### config.mk
export PLATFORM = sky130hd
export DESIGN_NAME = gf2m_alu_flat
export DESIGN_NICKNAME = d
export VERILOG_FILES = /design/src/rtl/gf2m_pkg.sv /design/src/rtl/gf2m_if.sv /design/src/rtl/gf2m_digit_mul.sv /design/src/rtl/gf2m_alu.sv /design/src/flat_wrapper.sv
export SDC_FILE = /design/constraint.sdc
export NUM_CORES = 2
export LEC_CHECK = 0
export BUFFER_PORTS_ARGS = -buffer_cell sky130_fd_sc_hd__buf_2
export CAP_MARGIN = 20
export CORE_MARGIN = 5
export CORE_UTILIZATION = 40
export DETAILED_ROUTE_END_ITERATION = 12
export PLACE_DENSITY = 0.63
export SLEW_MARGIN = 20
export SYNTH_ARGS = -nofsm -noshare
export SYNTH_HDL_FRONTEND = slang
export SYNTH_SLANG_ARGS = --single-unit
export TNS_END_PERCENT = 5
### constraint.sdc
create_clock -name clk -period 4.7 [get_ports clk]
set_input_delay 0.235 -clock clk [delete_from_list [all_inputs] [get_ports clk]]
set_output_delay 0.235 -clock clk [all_outputs]
set_load 0.05 [all_outputs]
### src/rtl/gf2m_pkg.sv
// gf2m_pkg: shared definitions for the GF(2^m) ALU.
//   GF2M_M / GF2M_POLY / GF2M_D : default field degree, reduction polynomial
//                                 (x^M term implied) and multiplier digit size
//   OP_*                        : operation encodings carried on the op bus
//   gf2m_state_e                : ALU sequencer states
package gf2m_pkg;

  localparam int           GF2M_M    = 163;
  localparam logic [162:0] GF2M_POLY = 163'h0C9;  // x^163 + x^7 + x^6 + x^3 + 1
  localparam int           GF2M_D    = 4;

  localparam logic [1:0] OP_ADD  = 2'b00;
  localparam logic [1:0] OP_SQR  = 2'b01;
  localparam logic [1:0] OP_MUL  = 2'b10;
  localparam logic [1:0] OP_SQRN = 2'b11;

  typedef enum logic [2:0] {
    ST_IDLE,
    ST_ADD,
    ST_SQR,
    ST_MUL,
    ST_FIN
  } gf2m_state_e;

endpackage

### src/rtl/gf2m_if.sv
// gf2m_if: request/result bundle between a client and gf2m_alu.
//   start   : operation request (master -> slave)
//   op      : operation select, see OP_* in gf2m_pkg
//   a, b    : operands, M bits
//   sqr_cnt : repeat count for repeated squaring
//   y       : registered result (slave -> master)
//   busy    : operation in progress
//   done    : one-cycle pulse, y valid
interface gf2m_if import gf2m_pkg::*; #(
  parameter int M = GF2M_M
) ();

  logic         start;
  logic [1:0]   op;
  logic [M-1:0] a;
  logic [M-1:0] b;
  logic [7:0]   sqr_cnt;
  logic [M-1:0] y;
  logic         busy;
  logic         done;

  modport master (
    output start, op, a, b, sqr_cnt,
    input  y, busy, done
  );

  modport slave (
    input  start, op, a, b, sqr_cnt,
    output y, busy, done
  );

endinterface

### src/rtl/gf2m_digit_mul.sv
// gf2m_digit_mul: one digit step of an MSB-first digit-serial GF(2^M) multiply.
//   acc      in  M : running product
//   a        in  M : multiplicand
//   digit    in  D : next D bits of the multiplier, MSB first
//   acc_next out M : (acc * x^D + a * digit) mod f, fully reduced
// Purely combinational.
module gf2m_digit_mul import gf2m_pkg::*; #(
  parameter int           M    = GF2M_M,
  parameter int           D    = GF2M_D,
  parameter logic [M-1:0] POLY = M'(GF2M_POLY)
) (
  input  logic [M-1:0] acc,
  input  logic [M-1:0] a,
  input  logic [D-1:0] digit,
  output logic [M-1:0] acc_next
);

  // Horner over the digit bits: multiply by x with immediate reduction,
  // then fold in a when the bit is set, so every partial stays M bits.
  always_comb begin
    acc_next = acc;
    for (int j = D - 1; j >= 0; j--) begin
      acc_next = {acc_next[M-2:0], 1'b0} ^ (acc_next[M-1] ? POLY : '0);
      if (digit[j]) acc_next = acc_next ^ a;
    end
  end

endmodule

### src/rtl/gf2m_alu.sv
// gf2m_alu: GF(2^M) arithmetic unit (add, square, digit-serial multiply,
// repeated square).
//   clk   : clock, rising edge
//   rst_n : asynchronous active-low reset
//   bus   : gf2m_if slave modport (start/op/a/b/sqr_cnt in, y/busy/done out)
// Build option: GF2M_SQR_CHAIN_EN enables op 11 as sqr_cnt repeated squarings;
// without it op 11 is a single squaring and sqr_cnt is ignored.
//
// state   | meaning
// --------+-----------------------------------------------------------
// IDLE    | waiting for start, operands latched on start
// ADD     | y = A xor B, one cycle
// SQR     | squaring chain, cnt_q squarings left (1 for plain SQR)
// MUL     | digit-serial multiply, cnt_q digits left, extra cycle at 0
// FIN     | done pulse visible, busy low, start ignored, back to IDLE
module gf2m_alu import gf2m_pkg::*; #(
  parameter int           M    = GF2M_M,
  parameter logic [M-1:0] POLY = M'(GF2M_POLY),
  parameter int           D    = GF2M_D
) (
  input  logic   clk,
  input  logic   rst_n,
  gf2m_if.slave  bus
);

  localparam int N       = (M + D - 1) / D;
  localparam int NW      = N * D;
  localparam int CNT_MAX = (N > 255) ? N : 255;
  localparam int CNT_W   = $clog2(CNT_MAX + 1);

  gf2m_state_e      state;
  logic [M-1:0]     a_q;
  logic [NW-1:0]    b_q;
  logic [M-1:0]     acc_q;
  logic [M-1:0]     y_q;
  logic [CNT_W-1:0] cnt_q;
  logic             busy_q;
  logic             done_q;
  logic [D-1:0]     digit;
  logic [M-1:0]     mul_next;
  logic [M-1:0]     sqr_next;

  // Spread bits to even positions, then reduce top-down; POLY has degree < M
  // so clearing bit i never sets a bit at or above i.
  function automatic logic [M-1:0] gf_sqr(input logic [M-1:0] v);
    logic [2*M-2:0] t;
    t = '0;
    for (int i = 0; i < M; i++) t[2*i] = v[i];
    for (int i = 2*M - 2; i >= M; i--) begin
      if (t[i]) begin
        t    = t ^ ({{(M-1){1'b0}}, POLY} << (i - M));
        t[i] = 1'b0;
      end
    end
    return t[M-1:0];
  endfunction

  // b_q is zero-padded on the left to N*D bits, so the top digit of a
  // non-multiple width is padded with zeros.
  assign digit    = b_q[NW-1 -: D];
  assign sqr_next = gf_sqr(acc_q);

  gf2m_digit_mul #(.M(M), .D(D), .POLY(POLY)) u_digit_mul (
    .acc      (acc_q),
    .a        (a_q),
    .digit    (digit),
    .acc_next (mul_next)
  );

`ifndef GF2M_SQR_CHAIN_EN
  logic sqr_cnt_unused;
  assign sqr_cnt_unused = ^bus.sqr_cnt;
`endif

  always_ff @(posedge clk or negedge rst_n) begin
    if (!rst_n) begin
      state  <= ST_IDLE;
      a_q    <= '0;
      b_q    <= '0;
      acc_q  <= '0;
      y_q    <= '0;
      cnt_q  <= '0;
      busy_q <= 1'b0;
      done_q <= 1'b0;
    end else begin
      done_q <= 1'b0;
      case (state)
        ST_IDLE: begin
          if (bus.start) begin
            a_q    <= bus.a;
            b_q    <= NW'(bus.b);
            busy_q <= 1'b1;
            case (bus.op)
              OP_ADD: begin
                state <= ST_ADD;
                acc_q <= '0;
                cnt_q <= '0;
              end
              OP_MUL: begin
                state <= ST_MUL;
                acc_q <= '0;
                cnt_q <= CNT_W'(N);
              end
              OP_SQRN: begin
                state <= ST_SQR;
                acc_q <= bus.a;
`ifdef GF2M_SQR_CHAIN_EN
                cnt_q <= CNT_W'(bus.sqr_cnt);
`else
                cnt_q <= CNT_W'(1);
`endif
              end
              default: begin
                state <= ST_SQR;
                acc_q <= bus.a;
                cnt_q <= CNT_W'(1);
              end
            endcase
          end
        end

        ST_ADD: begin
          y_q    <= a_q ^ b_q[M-1:0];
          done_q <= 1'b1;
          busy_q <= 1'b0;
          state  <= ST_FIN;
        end

        // cnt_q == 0 only arises from a zero-length chain: result is A itself.
        ST_SQR: begin
          if (cnt_q == '0 || cnt_q == CNT_W'(1)) begin
            y_q    <= (cnt_q == '0) ? acc_q : sqr_next;
            done_q <= 1'b1;
            busy_q <= 1'b0;
            state  <= ST_FIN;
          end else begin
            acc_q <= sqr_next;
            cnt_q <= cnt_q - 1'b1;
          end
        end

        // N digit steps, then one cycle to transfer acc_q into y.
        ST_MUL: begin
          if (cnt_q == '0) begin
            y_q    <= acc_q;
            done_q <= 1'b1;
            busy_q <= 1'b0;
            state  <= ST_FIN;
          end else begin
            acc_q <= mul_next;
            b_q   <= b_q << D;
            cnt_q <= cnt_q - 1'b1;
          end
        end

        ST_FIN:  state <= ST_IDLE;
        default: state <= ST_IDLE;
      endcase
    end
  end

  assign bus.y    = y_q;
  assign bus.busy = busy_q;
  assign bus.done = done_q;

endmodule

### src/flat_wrapper.sv
// flat-port wrapper written by rule: the top's interface ports become plain ports
module gf2m_alu_flat import gf2m_pkg::*;
#(
  parameter int           M    = GF2M_M,
  parameter logic [M-1:0] POLY = M'(GF2M_POLY),
  parameter int           D    = GF2M_D
)
  (clk, rst_n, bus_start, bus_op, bus_a, bus_b, bus_sqr_cnt, bus_y, bus_busy, bus_done);
  gf2m_if #(.M(M)) bus_i ();
  input  logic clk;
  input  logic rst_n;
  input wire logic [$bits(bus_i.start)-1:0] bus_start;
  input wire logic [$bits(bus_i.op)-1:0] bus_op;
  input wire logic [$bits(bus_i.a)-1:0] bus_a;
  input wire logic [$bits(bus_i.b)-1:0] bus_b;
  input wire logic [$bits(bus_i.sqr_cnt)-1:0] bus_sqr_cnt;
  output wire logic [$bits(bus_i.y)-1:0] bus_y;
  output wire logic [$bits(bus_i.busy)-1:0] bus_busy;
  output wire logic [$bits(bus_i.done)-1:0] bus_done;
  assign bus_i.start = bus_start;
  assign bus_i.op = bus_op;
  assign bus_i.a = bus_a;
  assign bus_i.b = bus_b;
  assign bus_i.sqr_cnt = bus_sqr_cnt;
  assign bus_y = bus_i.y;
  assign bus_busy = bus_i.busy;
  assign bus_done = bus_i.done;
  gf2m_alu #(.M(M), .POLY(POLY), .D(D)) u_core (.clk(clk), .rst_n(rst_n), .bus(bus_i));
endmodule
==> results.sh <==
export IMPL_final_core_density_pct=48.7
export IMPL_share_seq_of_total_power_pct=27.1
export IMPL_clock_skew_final_ps=46.6
export IMPL_status="finished clean"
export IMPL_period_share_pct=71.7
export IMPL_dieHeight_um=346
export IMPL_synthTopCellsByArea="sky130_fd_sc_hd__dfrtp_1, sky130_fd_sc_hd__nand2_1, sky130_fd_sc_hd__xnor2_1"
export IMPL_drt_drc_violations_left=0
export IMPL_max_clock_path_buffers=3
export IMPL_switching_power_mw=27.2
export IMPL_post_drt_via_cell_ratio=5.69
export IMPL_io_buffer_count=495
export IMPL_drt_pass1_iterations=8
export IMPL_routed_wirelength_um=188000
export IMPL_vias_in_the_first_global_route=41200
export IMPL_final_max_slew_viol_count=0
export IMPL_post_synth_top_area_cell="sky130_fd_sc_hd__dfrtp_1"
export IMPL_grt_first_pass_wirelength_um=277000
export IMPL_cts_resized=0
export IMPL_combinationalPowerShare_pct=60.0
export IMPL_worstMarginPinSlew_ps=996
export IMPL_syn_instance_count=5429
export IMPL_synth_net_count=5770
export IMPL_path_buf_inv=2
export IMPL_synth_mux_area_fraction_pct=2.02
export IMPL_setup_worst_path_start_class="flop"
export IMPL_synth_compound_area_share_pct=14.8
export IMPL_clk_latency_ps=690
export IMPL_cpMaxStageDelayCell="sky130_fd_sc_hd__and2_4"
export IMPL_yosysSeqAreaShare_pct=37.0
export IMPL_synth_adder_area_share_pct=0.0556
export IMPL_timing_final_hold_violations=0
export IMPL_cp_cell_sequence="nor2b_4 > buf_12 > and2_4 > buf_12 > a221oi_1 > o21ai_0"
export IMPL_syn_area_mm2=0.0450
export IMPL_placed_area_mm2=0.0485
export IMPL_power_per_cell_area_mw_per_mm2=975
export IMPL_core_area_mm2=0.112
export IMPL_area_delta_synth_final_pct=21.4
export IMPL_ios=504
export IMPL_number_of_synthesized_flops_with_an_enable_pin=0
export IMPL_root_buffer_selected_by_cts="sky130_fd_sc_hd__clkbuf_16"
export IMPL_vdd_ir_drop_worst_v=0.000732
export IMPL_headroom_to_the_max_slew_limit_pct=33.6
export IMPL_timing_critical_path_fanout_max=172
export IMPL_timing_final_crit_period_ps=3370
export IMPL_synth_top_cell_area_share_pct=37.0
export IMPL_synth_main_ff_cell="sky130_fd_sc_hd__dfrtp_1"
export IMPL_rd_place_congestion=0.995
export IMPL_cts_made_buffers=84
export IMPL_dieArea_mm2=0.119
export IMPL_critical_path_top_cell_by_count="sky130_fd_sc_hd__buf_12"
export IMPL_crit_type="reg -> reg"
export IMPL_rsz_0062_raised_after_global_routing="false"
export IMPL_critPathCaptureType="flop"
export IMPL_final_nets=6279
export IMPL_antenna_violating_nets_post_route=0
export IMPL_timing_setup_tns_ps=0
export IMPL_via_total_after_detailed_routing=42800
export IMPL_proportion_of_layout_cells_with_a_drive_suffix_above_1_pct=13.5
export IMPL_rows=123
export IMPL_arrival_ps=3950
export IMPL_yosys_area_share_simple_pct=18.3
export IMPL_combinational_family_with_the_most_area_after_synthesis="XOR/XNOR gates"
export IMPL_post_dp_hpwl_um=131000
export IMPL_initial_core_util_pct=40.1
export IMPL_pin_count_of_the_biggest_net_entering_global_routing=173
export IMPL_min_delay_worst_type="in -> async"
export IMPL_placedCellCount=7022
export IMPL_power_report_internal_total_mw=26.1
export IMPL_crit_path_max_incr_delay_ps=820
export IMPL_pwr_share_clk_pct=12.9
export IMPL_globalRouteOverflowTotal=0
export IMPL_die_width_um=346
export IMPL_numClockSinks=666
export IMPL_netSwitchingFraction_pct=51.1
export IMPL_avgSynthCellArea_um2=8.30
export IMPL_placement_setup_worst_slack_ps=1350
export IMPL_htree_num_levels=3
export IMPL_wire_per_inst_um=25.0
export IMPL_initialDrtViolationCount=5248
export IMPL_ys_ff_latch=666
export IMPL_global_route_total_usage_across_every_layer_pct=30.3
export IMPL_tritoncts="done"
export IMPL_asyncSetResetFlopFracSynth_pct=100
export IMPL_required_ps=5280
export IMPL_power_total_mw=53.3
export IMPL_power_leakage_nw=24.8
export IMPL_clk_pin_slew_ps=70
export IMPL_finalInstanceArea_mm2=0.0547
export IMPL_antenna_found_initial=25
export IMPL_max_cap_violations=0
export IMPL_post_synth_xor_area_fraction_pct=22.8
export IMPL_yosys_cell_types_count=54
export IMPL_final_cells=7523
export IMPL_maxClockFrequency_mhz=297
export IMPL_cp_top_family="simple AND/OR/NAND/NOR gates"
export IMPL_timing_final_setup_violations=0
export IMPL_synthesis_yosys_warnings=0
export IMPL_worst_hold_slack_ps=201
export IMPL_worst_slack_ps=1330
-- logic make-up (layout without fill, tap and decap cells) --
logic type / count (synthesis) / count (layout)
other: 0 / 17
AND/OR/NAND/NOR: 2160 / 2160
flip-flops: 666 / 666
buffers and inverters: 541 / 1118
multiplexers: 81 / 81
XOR/XNOR: 905 / 905
AO/OA/AOI/OAI: 1074 / 1074
adder cells (fa/ha/maj): 2 / 2
-- Yosys cell counts, drive strengths merged, types with 3 or more instances --
cell type and instances:
a211o 3, a21oi 418, a221o 4, a221oi 76, a222oi 86, a22o 4
a22oi 5, a31oi 308, and2 4, buf 186, clkbuf 291, dfrtp 666
inv 64, mux2 80, nand2 1539, nand2b 4, nand3 8, nor2 583
nor3 6, nor4 3, o21ai 88, o22ai 72, or3 3, xnor2 547
xnor3 167, xor2 189
-- area by class of cell --
type,count,area (µm²)
diodes,17,42.5
clock buffers,116,2410
clock inverters,38,460
fillers,10700,57500
inverters,64,240
multi-input cells,4222,26200
flip-flops and latches,666,16700
well taps,1500,1880
repair buffers,900,6770
-- power groups by stage --
| stage | combinational [mW] | sequential, mW | clock [mW] |
|---|---|---|---|
| 3_3_place_gp | 30.8 | 14.2 | 0 |
| 2_1_floorplan | 22.9 | 13.3 | 0 |
| 5_1_grt | 34.5 | 14.6 | 7.17 |
| 6_report | 32.0 | 14.5 | 6.87 |
| 3_5_place_dp | 31.3 | 14.3 | 0 |
| 4_1_cts | 31.7 | 14.2 | 6.96 |
-- metal layers --
metal / global-route usage, % / wire [µm] / part of all wire [%] / up-vias
met5: 0 / 97 / 0.052 / -
met4: 13.7 / 9920 / 5.3 / 16
met3: 7.94 / 20800 / 11 / 397
met2: 46.5 / 82500 / 44 / 2273
met1: 40.4 / 74500 / 40 / 20900
li1: - / - / - / 19200
-- sequential cells by signal (all words and copies together) (netlist names) --
register,count
u_core.b_q,164
u_core.a_q,163
u_core.acc_q,163
u_core.bus.y,163
u_core.cnt_q,8
u_core.state,3
u_core.bus.busy,1
u_core.bus.done,1
-- cell usage in the layout (no fill, tap or decap), types with 3 or more instances in the layout --
cell type / netlist / routed
sky130_fd_sc_hd__buf_4: 13 / 42
sky130_fd_sc_hd__mux2_2: 80 / 80
sky130_fd_sc_hd__nand2_1: 1539 / 1538
sky130_fd_sc_hd__buf_12: 0 / 33
sky130_fd_sc_hd__nor2_1: 581 / 580
sky130_fd_sc_hd__dfrtp_4: 0 / 5
sky130_fd_sc_hd__clkbuf_1: 291 / 15
sky130_fd_sc_hd__clkinv_2: 0 / 14
sky130_fd_sc_hd__or3_1: 3 / 3
sky130_fd_sc_hd__xor2_1: 189 / 189
sky130_fd_sc_hd__dfrtp_1: 666 / 661
sky130_fd_sc_hd__nor3_1: 6 / 6
sky130_fd_sc_hd__clkinvlp_4: 0 / 10
sky130_fd_sc_hd__clkbuf_8: 0 / 15
sky130_fd_sc_hd__inv_1: 64 / 64
sky130_fd_sc_hd__clkbuf_16: 0 / 86
sky130_fd_sc_hd__a31oi_1: 308 / 308
sky130_fd_sc_hd__a222oi_1: 86 / 86
sky130_fd_sc_hd__a22o_1: 4 / 4
sky130_fd_sc_hd__o21ai_0: 85 / 85
sky130_fd_sc_hd__clkinv_8: 0 / 3
sky130_fd_sc_hd__a221oi_1: 76 / 76
sky130_fd_sc_hd__bufinv_16: 0 / 8
sky130_fd_sc_hd__diode_2: 0 / 17
sky130_fd_sc_hd__a211o_1: 3 / 3
sky130_fd_sc_hd__dlygate4sd3_1: 0 / 330
sky130_fd_sc_hd__a22oi_1: 5 / 5
sky130_fd_sc_hd__a21oi_1: 418 / 416
sky130_fd_sc_hd__a221o_1: 4 / 4
sky130_fd_sc_hd__xnor2_1: 546 / 546
sky130_fd_sc_hd__nor2_4: 2 / 3
sky130_fd_sc_hd__o22ai_1: 72 / 72
sky130_fd_sc_hd__buf_2: 151 / 494
sky130_fd_sc_hd__nand3_1: 7 / 7
sky130_fd_sc_hd__xnor3_1: 167 / 167
-- worst paths after layout --
path                                          startpoint                       endpoint  slack (ps)  depth (start not counted)
min in group clk                               bus_a[25]     u_core.a_q[25]$_DFFE_PN0P_         310                          4
max in group asynchronous                          rst_n    u_core.state[0]$_DFFE_PN0P_        3250                          3
min                                                rst_n    u_core.b_q[131]$_DFFE_PN0P_         200                          2
max reg2reg                  u_core.state[1]$_DFFE_PN0P_   u_core.acc_q[74]$_DFFE_PN0P_        1330                          6
min reg2reg                u_core.bus.y[117]$_DFFE_PN0P_  u_core.bus.y[117]$_DFFE_PN0P_         520                          2
max                          u_core.state[1]$_DFFE_PN0P_   u_core.acc_q[74]$_DFFE_PN0P_        1330                          6
-- what timing repair did --
item / in CTS / in global routing
hold buffers: 330 / 0
buffers inserted: 0 / 0
hold endpoints to repair: 568 / 0
Note: power is estimated with default switching activity, not from simulation.
